### src/rtl/ev22_isa_pkg.sv
// EV22 instruction set: mnemonic codes, opcode bases, FSM states and word geometry
// shared by the program encoder and its field packer.
package ev22_isa_pkg;

  localparam int OPC_W  = 8;
  localparam int FLD_W  = 5;
  localparam int WORD_W = OPC_W + 2 * FLD_W;

  typedef enum logic [4:0] {
    M_JMP   = 5'd0,  M_JZE   = 5'd1,  M_JNE   = 5'd2,  M_JCY   = 5'd3,
    M_MOMMW = 5'd4,  M_MOMWM = 5'd5,  M_ADW   = 5'd6,  M_BSR   = 5'd7,
    M_MOVRR = 5'd8,  M_MOVRW = 5'd9,  M_MOKL  = 5'd10, M_MOKWK = 5'd11,
    M_ANK   = 5'd12, M_ORK   = 5'd13, M_ADK   = 5'd14, M_MOVWR = 5'd15,
    M_ANR   = 5'd16, M_ORR   = 5'd17, M_ADR   = 5'd18, M_CPL   = 5'd19,
    M_CLR   = 5'd20, M_SET   = 5'd21, M_RET   = 5'd22, M_LDK16 = 5'd23
  } mnem_e;

  localparam logic [7:0] OPC_JMP   = 8'b0010_0000;
  localparam logic [7:0] OPC_JZE   = 8'b0010_1000;
  localparam logic [7:0] OPC_JNE   = 8'b0011_0000;
  localparam logic [7:0] OPC_JCY   = 8'b0011_1000;
  localparam logic [7:0] OPC_MOMMW = 8'b0001_0000;
  localparam logic [7:0] OPC_MOMWM = 8'b0001_0100;
  localparam logic [7:0] OPC_ADW   = 8'b0001_1000;
  localparam logic [7:0] OPC_BSR   = 8'b0001_1100;
  localparam logic [7:0] OPC_MOVRR = 8'b0000_1000;
  localparam logic [7:0] OPC_MOVRW = 8'b0000_1100;
  localparam logic [7:0] OPC_MOKL  = 8'b0000_0100;
  localparam logic [7:0] OPC_MOKWK = 8'b0100_0100;
  localparam logic [7:0] OPC_ANK   = 8'b0000_0101;
  localparam logic [7:0] OPC_ORK   = 8'b0000_0110;
  localparam logic [7:0] OPC_ADK   = 8'b0000_0111;
  localparam logic [7:0] OPC_MOVWR = 8'b0000_0010;
  localparam logic [7:0] OPC_ANR   = 8'b0100_0010;
  localparam logic [7:0] OPC_ORR   = 8'b0000_0011;
  localparam logic [7:0] OPC_ADR   = 8'b0100_0011;
  localparam logic [7:0] OPC_CPL   = 8'b0000_0000;
  localparam logic [7:0] OPC_CLR   = 8'b0100_0000;
  localparam logic [7:0] OPC_SET   = 8'b0000_0001;
  localparam logic [7:0] OPC_RET   = 8'b0100_0001;

  typedef enum logic [1:0] {
    ST_IDLE = 2'd0,
    ST_LOAD = 2'd1,
    ST_EXP  = 2'd2,
    ST_FULL = 2'd3
  } enc_state_e;

  // LDK16 reuses the MOKL base for its low word; its high word uses MOKWK.
  function automatic logic [7:0] base_opcode(input logic [4:0] m);
    logic [7:0] opc;
    case (m)
      M_JMP:   opc = OPC_JMP;
      M_JZE:   opc = OPC_JZE;
      M_JNE:   opc = OPC_JNE;
      M_JCY:   opc = OPC_JCY;
      M_MOMMW: opc = OPC_MOMMW;
      M_MOMWM: opc = OPC_MOMWM;
      M_ADW:   opc = OPC_ADW;
      M_BSR:   opc = OPC_BSR;
      M_MOVRR: opc = OPC_MOVRR;
      M_MOVRW: opc = OPC_MOVRW;
      M_MOKL:  opc = OPC_MOKL;
      M_MOKWK: opc = OPC_MOKWK;
      M_ANK:   opc = OPC_ANK;
      M_ORK:   opc = OPC_ORK;
      M_ADK:   opc = OPC_ADK;
      M_MOVWR: opc = OPC_MOVWR;
      M_ANR:   opc = OPC_ANR;
      M_ORR:   opc = OPC_ORR;
      M_ADR:   opc = OPC_ADR;
      M_CPL:   opc = OPC_CPL;
      M_CLR:   opc = OPC_CLR;
      M_SET:   opc = OPC_SET;
      M_RET:   opc = OPC_RET;
      M_LDK16: opc = OPC_MOKL;
      default: opc = 8'h00;
    endcase
    return opc;
  endfunction

endpackage

### src/rtl/ev22_insn_pack.sv
// Combinational field packer: one symbolic instruction in, one 18-bit program
// word out, plus legality and whether the mnemonic expands to a second word.
module ev22_insn_pack
  import ev22_isa_pkg::*;
(
  input  logic [4:0]        i_mnem,
  input  logic [4:0]        i_ra,
  input  logic [4:0]        i_rb,
  input  logic [15:0]       i_imm,
  input  logic [12:0]       i_addr,
  output logic [WORD_W-1:0] o_word,
  output logic              o_legal,
  output logic              o_two_word
);

  logic [7:0] w_base;

  always_comb begin
    w_base     = base_opcode(i_mnem);
    o_word     = '0;
    o_legal    = 1'b1;
    o_two_word = 1'b0;
    case (i_mnem)
      M_JMP, M_JZE, M_JNE, M_JCY:
        o_word = {w_base | {5'd0, i_addr[12:10]}, i_addr[9:5], i_addr[4:0]};
      // Register-pair ops carry a 2-bit variant suffix taken from Ri's top bits.
      M_MOMMW, M_MOMWM, M_ADW, M_BSR, M_MOVRR, M_MOVRW:
        o_word = {w_base | {6'd0, i_ra[4:3]}, i_ra, i_rb};
      M_MOKL, M_MOKWK, M_ANK, M_ORK, M_ADK:
        o_word = {w_base, 2'b00, i_imm[7:0]};
      M_LDK16: begin
        o_word     = {w_base, 2'b00, i_imm[7:0]};
        o_two_word = 1'b1;
      end
      M_MOVWR, M_ANR, M_ORR, M_ADR:
        o_word = {w_base, i_ra, i_rb};
      M_CPL, M_CLR, M_SET, M_RET:
        o_word = {w_base, 10'd0};
      default:
        o_legal = 1'b0;
    endcase
  end

endmodule

### src/rtl/prog_encoder.sv
// EV22 program loader: accepts symbolic instructions on a valid/ready port and
// writes encoded words to consecutive program memory addresses.
module prog_encoder
  import ev22_isa_pkg::*;
#(
  parameter int AW = 10,
  parameter int WW = 18
) (
  input  logic          clk,
  input  logic          rst_n,
  input  logic          start,
  input  logic [AW-1:0] base_addr,
  input  logic          in_valid,
  output logic          in_ready,
  input  logic [4:0]    in_mnem,
  input  logic [4:0]    in_ra,
  input  logic [4:0]    in_rb,
  input  logic [15:0]   in_imm,
  input  logic [12:0]   in_addr,
  output logic          mem_we,
  output logic [AW-1:0] mem_addr,
  output logic [WW-1:0] mem_wdata,
  output logic [AW:0]   count,
  output logic          full,
  output logic          err_illegal,
  output logic          err_overflow,
  output enc_state_e    dbg_state
);

  // Handshake: an instruction transfers on a rising edge where in_valid and
  // in_ready are both high and start is low; start always wins.

  localparam logic [AW:0] CAP  = {1'b1, {AW{1'b0}}};
  localparam logic [AW:0] LAST = CAP - 1'b1;

  enc_state_e    r_state, w_next;
  logic [AW-1:0] r_ptr;
  logic [AW:0]   r_count;
  logic          r_mem_we;
  logic [AW-1:0] r_mem_addr;
  logic [WW-1:0] r_mem_wdata;
  logic          r_err_illegal;
  logic          r_err_overflow;
  logic [7:0]    r_hi_byte;

  logic [WORD_W-1:0] w_word;
  logic              w_legal;
  logic              w_two;
  logic              w_xfer;
  logic              w_full;
  logic              w_one_free;

  ev22_insn_pack u_pack (
    .i_mnem     (in_mnem),
    .i_ra       (in_ra),
    .i_rb       (in_rb),
    .i_imm      (in_imm),
    .i_addr     (in_addr),
    .o_word     (w_word),
    .o_legal    (w_legal),
    .o_two_word (w_two)
  );

  assign w_full     = (r_count == CAP);
  assign w_one_free = (r_count == LAST);
  assign w_xfer     = in_valid && in_ready && !start;

  always_ff @(posedge clk) begin
    if (!rst_n) r_state <= ST_IDLE;
    else        r_state <= w_next;
  end

  always_comb begin
    w_next = r_state;
    if (start) begin
      w_next = ST_LOAD;
    end else begin
      case (r_state)
        ST_LOAD:
          if (w_xfer && w_legal) begin
            if (w_two && !w_one_free) w_next = ST_EXP;
            else if (!w_two && w_one_free) w_next = ST_FULL;
          end
        // r_count here already includes the low word of the LDK16 pair.
        ST_EXP:  w_next = w_one_free ? ST_FULL : ST_LOAD;
        default: w_next = r_state;
      endcase
    end
  end

  always_comb begin
    in_ready  = (r_state == ST_LOAD) && !w_full;
    dbg_state = r_state;
  end

  always_ff @(posedge clk) begin
    if (!rst_n) begin
      r_ptr          <= '0;
      r_count        <= '0;
      r_mem_we       <= 1'b0;
      r_mem_addr     <= '0;
      r_mem_wdata    <= '0;
      r_err_illegal  <= 1'b0;
      r_err_overflow <= 1'b0;
      r_hi_byte      <= '0;
    end else begin
      r_mem_we      <= 1'b0;
      r_err_illegal <= 1'b0;
      if (start) begin
        r_ptr          <= base_addr;
        r_count        <= '0;
        r_err_overflow <= 1'b0;
      end else if (w_xfer) begin
        if (!w_legal) begin
          r_err_illegal <= 1'b1;
        end else if (w_two && w_one_free) begin
          r_err_overflow <= 1'b1;
        end else begin
          r_mem_we    <= 1'b1;
          r_mem_addr  <= r_ptr;
          r_mem_wdata <= w_word;
          r_ptr       <= r_ptr + 1'b1;
          r_count     <= r_count + 1'b1;
          r_hi_byte   <= in_imm[15:8];
        end
      end else if (r_state == ST_EXP) begin
        r_mem_we    <= 1'b1;
        r_mem_addr  <= r_ptr;
        r_mem_wdata <= {OPC_MOKWK, 2'b00, r_hi_byte};
        r_ptr       <= r_ptr + 1'b1;
        r_count     <= r_count + 1'b1;
      end else if (in_valid && r_state == ST_FULL) begin
        r_err_overflow <= 1'b1;
      end
    end
  end

  assign mem_we       = r_mem_we;
  assign mem_addr     = r_mem_addr;
  assign mem_wdata    = r_mem_wdata;
  assign count        = r_count;
  assign full         = w_full;
  assign err_illegal  = r_err_illegal;
  assign err_overflow = r_err_overflow;

endmodule

### config.mk
export PLATFORM = sky130hd
export DESIGN_NAME = prog_encoder
export DESIGN_NICKNAME = d
export VERILOG_FILES = /design/src/rtl/ev22_isa_pkg.sv /design/src/rtl/ev22_insn_pack.sv /design/src/rtl/prog_encoder.sv
export SDC_FILE = /design/constraint.sdc
export NUM_CORES = 1
export LEC_CHECK = 0
export CORE_ASPECT_RATIO = 1.25
export CORE_MARGIN = 3
export CORE_UTILIZATION = 46
export DETAILED_ROUTE_END_ITERATION = 10
export GPL_TIMING_DRIVEN = 0
export PLACE_DENSITY_LB_ADDON = 0.12
export SLEW_MARGIN = 20
export SYNTH_ARGS = -nofsm -noshare
export SYNTH_HDL_FRONTEND = slang
export SYNTH_SLANG_ARGS = --single-unit
### constraint.sdc
create_clock -name clk -period 3 [get_ports clk]
set_input_delay 0.45 -clock clk [delete_from_list [all_inputs] [get_ports clk]]
set_output_delay 0.45 -clock clk [all_outputs]
set_load 0.01 [all_outputs]
==> results.sh <==
export IMPL_grt_first_pass_wirelength_um=15400
export IMPL_hold_buffers=0
export IMPL_cp_data_required_time_ns=3.27
export IMPL_syn_area_mm2=0.00320
export IMPL_globalRouteMet3Util_pct=4.53
export IMPL_clk_path_buf_depth=2
export IMPL_final_nets=555
export IMPL_seq_area_frac_synth_pct=38.2
export IMPL_worstPathArrival_ns=3.18
export IMPL_p_switching_mw=0.450
export IMPL_grt_use_total_pct=24.6
export IMPL_seq_power_share_pct=46.6
export IMPL_ctsHtreeMaxLevel=3
export IMPL_status="finished, final reports clean"
export IMPL_wl_um=9390
export IMPL_core_rowCount=33
export IMPL_use_met1_pct=31.2
export IMPL_synth_top_cell_by_area="dfxtp_1"
export IMPL_ys_seq_elements=61
export IMPL_first_global_vias=3219
export IMPL_antenna_found_initial=0
export IMPL_worst_hold_path_type="reg -> reg"
export IMPL_crit_type="in -> reg"
export IMPL_area_growth_pct=41.4
export IMPL_async_reset_ff_share_pct=0
export IMPL_drv_cap=0
export IMPL_die_h_um=99.2
export IMPL_dp_hpwl_um=6860
export IMPL_power_frac_comb_pct=14.6
export IMPL_drive_gt1_share_pct=6.76
export IMPL_top_usage_layer="met2"
export IMPL_syn_inst=374
export IMPL_clkPwrFrac_pct=38.8
export IMPL_internal_power_mw=1.36
export IMPL_final_util_pct=68.0
export IMPL_globalRouteMet2Util_pct=41.3
export IMPL_period_share_pct=97.0
export IMPL_drc=0
export IMPL_dpl_instance_area_mm2=0.00430
export IMPL_core_area_mm2=0.00665
export IMPL_portBuffers=99
export IMPL_min_period_ns=2.91
export IMPL_yosys_area_top_type_share_pct=38.2
export IMPL_start_util_pct=48.1
export IMPL_firstDrtPassIters=5
export IMPL_finalPower_mw=1.81
export IMPL_io_pins=104
export IMPL_tightestPinTransition_ns=0.725
export IMPL_pre_cts_ws_ns=-0.400
export IMPL_wl_per_cell_um=16.3
export IMPL_ys_types=59
export IMPL_leakage_nw=1.67
export IMPL_synth_area_top_cells="dfxtp_1 38%, ha_1 4.7%, o21ai_0 4.5%"
export IMPL_hold_viol_final=0
export IMPL_start_kind="input port"
export IMPL_cts_buffers=9
export IMPL_slew_headroom_pct=50.4
export IMPL_clock_sinks=61
export IMPL_vdd_ir_drop_max_mv=0.226
export IMPL_synth_nets=444
export IMPL_cp_max_fo=10
export IMPL_rsz0062_at_grt="true"
export IMPL_setup_ws_ns=0.0913
export IMPL_setup_violations=0
export IMPL_maxSlewViolCount=0
export IMPL_synth_warnings=0
export IMPL_cts_tree="done"
export IMPL_root_buffer="clkbuf_8"
export IMPL_drtIter0Drc=116
export IMPL_hold_slack_ns=0.460
export IMPL_grt_ovfl_total=0
export IMPL_syn_area_per_cell_um2=8.55
export IMPL_cts_clk_slew_worst_paths_ns=0.07
export IMPL_fmax_ghz=0.344
export IMPL_sw_frac_of_total_pct=24.9
export IMPL_synth_edf_count=0
export IMPL_die_area_mm2=0.00799
export IMPL_insertedDiodeCount=0
export IMPL_vias=3322
export IMPL_cellPowerDensity_mw_per_mm2=401
export IMPL_end_kind="register"
export IMPL_gp_congestion=0.897
export IMPL_drt_antenna_violating_nets=0
export IMPL_synth_flop_cell="dfxtp_1"
export IMPL_dieWidth_um=80.6
export IMPL_final_cell_area_mm2=0.00452
export IMPL_clkLatencyLatePin_ns=0.34
export IMPL_grt_max_degree=11
export IMPL_mostFrequentLayoutCells="97 x clkdlybuf4s50_1, 60 x dfxtp_1, 34 x nor2_1"
export IMPL_vias_per_cell=5.78
export IMPL_finalClockSkew_ns=0.00596
export IMPL_mostFrequentLayoutCell="clkdlybuf4s50_1"
[power by group through the flow]
| stage | combinational (mW) | clock (mW) | sequential (mW) |
|---|---|---|---|
| finish | 0.265 | 0.703 | 0.844 |
| global route | 0.289 | 0.749 | 0.845 |
| CTS | 0.262 | 0.716 | 0.843 |
| detailed placement | 0.258 | 0 | 0.861 |
| global placement | 0.254 | 0 | 0.860 |
| floorplan | 0.127 | 0 | 0.861 |
[what timing repair did]
| action | CTS | global route |
|---|---|---|
| gates resized for setup | 3 | 9 |
| setup buffers | 0 | 1 |
| endpoints found under the setup margin | 16 | 46 |
| pin swaps | 1 | 1 |
[final timing paths]
check | startpoint | end | slack, ns | cells past startpoint
max | in_mnem[4] | count[8]$_SDFFE_PP0P_ | 0.09 | 11
min | r_hi_byte[4]$_SDFFE_PN0P_ | mem_wdata[4]$_SDFFE_PN0P_ | 0.46 | 2
max reg2reg | count[4]$_SDFFE_PP0P_ | r_ptr[6]$_SDFFE_PN0P_ | 0.23 | 9
min reg2reg | r_hi_byte[4]$_SDFFE_PN0P_ | mem_wdata[4]$_SDFFE_PN0P_ | 0.46 | 2
[cell type report]
cell class	instances	area [um2]
Sequential cell	61	1220
Buffer	22	98.8
Timing Repair Buffer	100	1000
Inverter	11	41.3
Fill cell	580	2120
Multi-Input combinational cell	280	1870
Clock inverter	2	35.0
Clock buffer	12	145
Tap cell	87	109
[critical path, stage by stage]
cell             delay (ns)
clkdlybuf4s50_1        0.51
nor2b_1                0.23
nand3_1                0.15
inv_1                  0.09
ha_1                   0.23
a21o_1                 0.20
a311oi_4               0.40
a21oi_1                0.17
buf_2                  0.21
or4_1                  0.40
a21oi_1                0.14
[layer usage]
metal	vias to the layer above	part of all wire, %
met5	-	0
met4	0	1.7
met3	15	4.9
met2	112	51
met1	1582	42
li1	1613	-
[per-stage QoR]
stage / TNS [ns] / instances
2_1_floorplan: 0 / 374
3_3_place_gp: -10.39 / 560
3_5_place_dp: -11.83 / 560
4_1_cts: 0 / 574
5_1_grt: -0.0984 / 575
6_report: 0 / 575
[cell usage after synthesis (all sizes together), types with 5 or more instances]
cell type and number:
a21oi 20, a221oi 10, a22oi 6, a31oi 6, a32oi 8, and2 10
buf 7, clkbuf 15, dfxtp 61, ha 12, inv 10, mux2i 12
nand2 32, nand3 10, nor2 34, nor2b 7, nor3 7, o21ai 29
o2bb2ai 9, or3 5, or4 5
[flip-flops by register name, summed over array words and instances (netlist names)]
name / cells
count: 11
dbg_state: 2
err_illegal: 1
err_overflow: 1
mem_addr: 10
mem_wdata: 17
mem_we: 1
r_hi_byte: 8
r_ptr: 10
[kinds of logic (layout without fill, tap and decap cells)]
group           Yosys count  count (layout)  share of synthesized area, %
other cells               1               1                         0.117
compound gates          117             117                          26.4
xor+xnor                  6               6                          1.64
fa+ha+maj                12              12                          4.69
mux                      12              12                          3.76
buf+inv                  33             147                          4.19
simple gates            132             132                          21.0
flops                    61              61                          38.2
Note: power is estimated with default switching activity, not from simulation.
==> edit 1: new RTL, same flow settings <==
Make the reset (`rst_n`) asynchronous in 2 clocked blocks.
--- a/src/rtl/prog_encoder.sv
+++ b/src/rtl/prog_encoder.sv
@@ -65,7 +65,7 @@
   assign w_one_free = (r_count == LAST);
   assign w_xfer     = in_valid && in_ready && !start;
 
-  always_ff @(posedge clk) begin
+  always_ff @(posedge clk or negedge rst_n) begin
     if (!rst_n) r_state <= ST_IDLE;
     else        r_state <= w_next;
   end
@@ -93,7 +93,7 @@
     dbg_state = r_state;
   end
 
-  always_ff @(posedge clk) begin
+  always_ff @(posedge clk or negedge rst_n) begin
     if (!rst_n) begin
       r_ptr          <= '0;
       r_count        <= '0;
Check against the original RTL: differs if rst_n is asserted again (counterexample within 4 cycles, from zero or initial values and one cycle with rst_n low); with rst_n held inactive, the same outputs for 4 cycles.
==> edit 1 against the unedited design <==
Synthesized area grew 5.1%. Routed wire length shrank 2.8%. Sequential cell count is the same. First-iteration DRC count grew 46%. Highest routed layer unchanged. Design area grew 3.4%. Sequential share of layout area grew 5.6 points. Worst setup slack gained 0.17 ns. Die area grew 4.8%.
Power is not compared: it rests on default switching activity, and its combinational part moved more than twofold at a synthesized area within 25%.
==> edit 1: results (changes against the unedited design) <==
status=completed (unchanged); Net Count, Synth=410 (was 444); multiplexer share of the synthesized area=0.0461 (was 0.0376); NumNets Final=521 (was 555); total track usage=0.232 (was 0.246); GPL Wtd Cong=0.857 (was 0.897); IO buf count=99 (unchanged); largest family of logic cells by synthesized area=simple AND/OR/NAND/NOR gates (was compound AO/OA/AOI/OAI gates); post-DP HPWL=6740 um (was 6860 um); vias in the first global route=2984 (was 3219); GR Layer Usage met1=0.308 (was 0.312); Synth async-reset ratio=1.00 (was 0); placed standard-cell area=4480 um2 (was 4300 um2); DR vias=3073 (was 3322); fillcell total=601 (was 580); fraction of layout instances using a drive strength above 1=0.120 (was 0.0676); Global Route met3 Usage=0.0374 (was 0.0453); Total Wirelength=9130 um (was 9390 um); Synth Area in Adders=0.0372 (was 0.0469); CP arrival=2.99 ns (was 3.18 ns); worst slack, placed=-0.242 ns (was -0.400 ns); Iter 0 DRT Violations=169 (was 116); Distinct cells, synth=60 (was 59); Final Skew=0.00986 ns (was 0.00596 ns); Worst-path clk slew=0.07 ns (about the same); Synth Area in Compound Gates=0.165 (was 0.264); Seq/Total Area, Yosys=0.454 (was 0.382)
## edit 1: repair_timing
action	4_1_cts	5_1_grt
gates resized for setup	0	4
hold endpoints to repair	0	0
endpoints found under the setup margin	0	15
## edit 1: critical path, stage by stage
cell             delay [ns]
clkdlybuf4s50_1        0.59
ha_1                   0.32
nand4b_1               0.25
nor4_4                 0.43
nor4b_4                0.15
nor2_4                 0.30
inv_2                  0.12
buf_2                  0.22
nand2_1                0.10
nand2_1                0.05
## edit 1: cell type report
| class | instances | area (um2) | share of cell area |
|---|---|---|---|
| buffer | 21 | 111 | 0.0238 |
| clock buffer | 9 | 124 | 0.0265 |
| clock inverter | 7 | 52.6 | 0.0112 |
| inverter | 10 | 37.5 | 0.00803 |
| multi-input combinational | 250 | 1700 | 0.364 |
| sequential | 61 | 1530 | 0.326 |
| tap | 90 | 113 | 0.0241 |
| timing repair buffer | 100 | 1010 | 0.216 |
## edit 1: stage by stage
step / TNS (ns) / total power, mW / cells / hold WS, ns
after detailed placement: -4.02 / 1.53 / 532 / 0.404
after CTS: 0 / 2.19 / 548 / 0.0267
after floorplan: 0 / 1.24 / 342 / 0.154
final: 0 / 2.18 / 548 / 0.0225
after global placement: -34.02 / 1.52 / 531 / 0.450
after global routing: 0 / 2.29 / 548 / 0.0429
## edit 1: final timing paths
kind / from / to / slack, ns / cells after the start
max: in_mnem[0] / mem_addr[1] / 0.26 / 10
min: rst_n / mem_we / 0.02 / 1
max reg2reg: count[0] / r_hi_byte[5] / 0.37 / 7
min reg2reg: mem_addr[9] / mem_addr[9] / 0.48 / 2
max in group asynchronous: rst_n / count[1] / 2.46 / 2
min in group clk: mem_addr[9] / mem_addr[9] / 0.48 / 2
## edit 1: routing by layer
metal,routed length [um],vias up
li1,-,1459
met1,3930,1487
met2,4460,112
met3,572,15
met4,172,0
met5,0,-
==> edit 2: new RTL, config.mk and constraints unchanged <==
Without the edit above. Register the output `dbg_state`, without a reset; this adds one clock of latency there. The other outputs are not delayed to match.
--- a/src/rtl/prog_encoder.sv
+++ b/src/rtl/prog_encoder.sv
@@ -32,6 +32,8 @@
 
   localparam logic [AW:0] CAP  = {1'b1, {AW{1'b0}}};
   localparam logic [AW:0] LAST = CAP - 1'b1;
+
+  enc_state_e dbg_state_d;
 
   enc_state_e    r_state, w_next;
   logic [AW-1:0] r_ptr;
@@ -90,7 +92,7 @@
 
   always_comb begin
     in_ready  = (r_state == ST_LOAD) && !w_full;
-    dbg_state = r_state;
+    dbg_state_d = r_state;
   end
 
   always_ff @(posedge clk) begin
@@ -143,5 +145,9 @@
   assign err_illegal  = r_err_illegal;
   assign err_overflow = r_err_overflow;
 
+  always_ff @(posedge clk) begin
+    dbg_state <= dbg_state_d;
+  end
+
 endmodule
 
Formal check against the unedited RTL: not equivalent (a bounded check fails within 4 cycles, from zero or initial values and one cycle with rst_n low).
==> edit 2 against the unedited design <==
Worst hold slack got worse by 0.013 ns. Non-clock buffer count fell by 2. Final cell count rose by 1.2%. Largest cell class unchanged. Critical path type unchanged. Synthesized area rose by 0.31%. Worst setup slack improved by 0.098 ns. Combinational power fell by 4%. Power rose by 8.0%. Via count fell by 2.9%. Design area rose by 1.7%. Count of clock-buffer cells in the layout fell by 1. Sequential cell count rose by 2. Register-to-register slack improved by 0.08 ns. Routed wire length fell by 5.5%.
==> edit 2: results (changes against the unedited design) <==
Distinct cells, synth=54 (was 59); Iter 0 DRT Violations=137 (was 116); Synth top cells by count=63 x dfxtp_1, 46 x nand2_1, 41 x a21oi_1 (was 61 x dfxtp_1, 34 x nor2_1, 32 x nand2_1); DR vias=3226 (was 3322); R2R depth=11 (was 9); Placed Cells=565 (was 560); largest net degree at the start of global routing=12 (was 11); Worst R2R End=mem_addr[6] (was r_ptr[6]); fillcell total=563 (was 580); vias in the first global route=3080 (was 3219); routed len/inst=15.2 um (was 16.3 um); status=completed (unchanged); placed standard-cell area=4340 um2 (was 4300 um2); Seq/Total Area, Yosys=0.393 (was 0.382); Net Count, Synth=446 (was 444); slowest cell on the critical path=or4_1 (was clkdlybuf4s50_1); reg2reg setup slack=0.31 ns (was 0.23 ns); NumNets Final=560 (was 555); CP arrival=3.08 ns (was 3.18 ns); fraction of layout instances using a drive strength above 1=0.0808 (was 0.0676); dominant cells by area after synthesis=dfxtp_1 39%, a21oi_1 6.4%, nand2_1 5.4%, ha_1 4.7%, nand3_1 3.1% (was dfxtp_1 38%, ha_1 4.7%, o21ai_0 4.5%, nor2_1 4.0%, mux2i_1 3.8%); Mapped Cells=376 (was 374); P_leak=1.61 nW (was 1.67 nW); IO buf count=102 (was 99); Peak VDD IR=300 uV (was 226 uV); GPL Wtd Cong=0.870 (was 0.897)
## edit 2: cell count changes in the layout (fill, tap and decap cells not counted), sizes merged, moves of 6 or more
cell,change
a32oi,-8
o2bb2ai,-8
nor2,-22
a22oi,+6
mux2i,-9
a21oi,+21
nand3,+10
nand2,+15
## edit 2: worst max-delay path, delay by kind of cell
kind,cells,cell delay [ns]
and+or+nand+nor,3,0.87
adders and majority gates,1,0.23
buffers and inverters,3,0.85
AOI/OAI and AO/OA,3,0.68
## edit 2: worst min path at each step
stage                              from            end  slack (ns)  cells after the start
final                     mem_wdata[10]  mem_wdata[10]        0.45                      2
after detailed placement  mem_wdata[10]  mem_wdata[10]        0.44                      2
after global routing       mem_wdata[9]   mem_wdata[9]        0.47                      2
after CTS                 mem_wdata[10]  mem_wdata[10]        0.45                      2
after floorplan            r_hi_byte[0]   r_hi_byte[0]        0.44                      2
after global placement    mem_wdata[11]  mem_wdata[11]        0.44                      2
## edit 2: cells by family after synthesis
group,Yosys count,share of synthesized area
buf+inv,28,0.0367
compound gates,119,0.244
mux,3,0.00936
xor+xnor,12,0.0328
flops,63,0.393
other cells,1,0.00117
simple gates,138,0.236
fa+ha+maj,12,0.0468
## edit 2: through the flow
step / total power, mW / worst slack, ns / hold slack, ns / setup TNS (ns)
after floorplan: 1.01 / 0.389 / 0.436 / 0
after global placement: 1.14 / -0.347 / 0.437 / -4.39
after detailed placement: 1.14 / -0.429 / 0.441 / -6.51
after CTS: 1.96 / 0.0345 / 0.450 / 0
after global routing: 2.03 / 0.0375 / 0.470 / 0
final: 1.96 / 0.189 / 0.447 / 0
## edit 2: area by class of cell
| class | instances | area, um2 | share of cell area |
|---|---|---|---|
| Sequential cell | 63 | 1260 | 0.274 |
| Inverter | 11 | 41.3 | 0.00897 |
| Clock buffer | 11 | 141 | 0.0307 |
| Multi-Input combinational cell | 285 | 1850 | 0.403 |
| Timing Repair Buffer | 103 | 1030 | 0.224 |
| Buffer | 17 | 80.1 | 0.0174 |
| Tap cell | 87 | 109 | 0.0237 |
| Clock inverter | 5 | 81.3 | 0.0177 |
## edit 2: routing by layer
layer,track usage,wire [um]
met3,0.0489,544
met2,0.388,4420
met4,0.0832,105
met1,0.264,3800
met5,0,0
## edit 2: power groups by stage
stage | Sequential, mW | Combinational (mW) | Clock [mW]
after global placement | 0.891 | 0.247 | 0
final | 0.874 | 0.255 | 0.828
after global routing | 0.876 | 0.278 | 0.879
after CTS | 0.873 | 0.253 | 0.838
after detailed placement | 0.893 | 0.250 | 0
after floorplan | 0.891 | 0.117 | 0
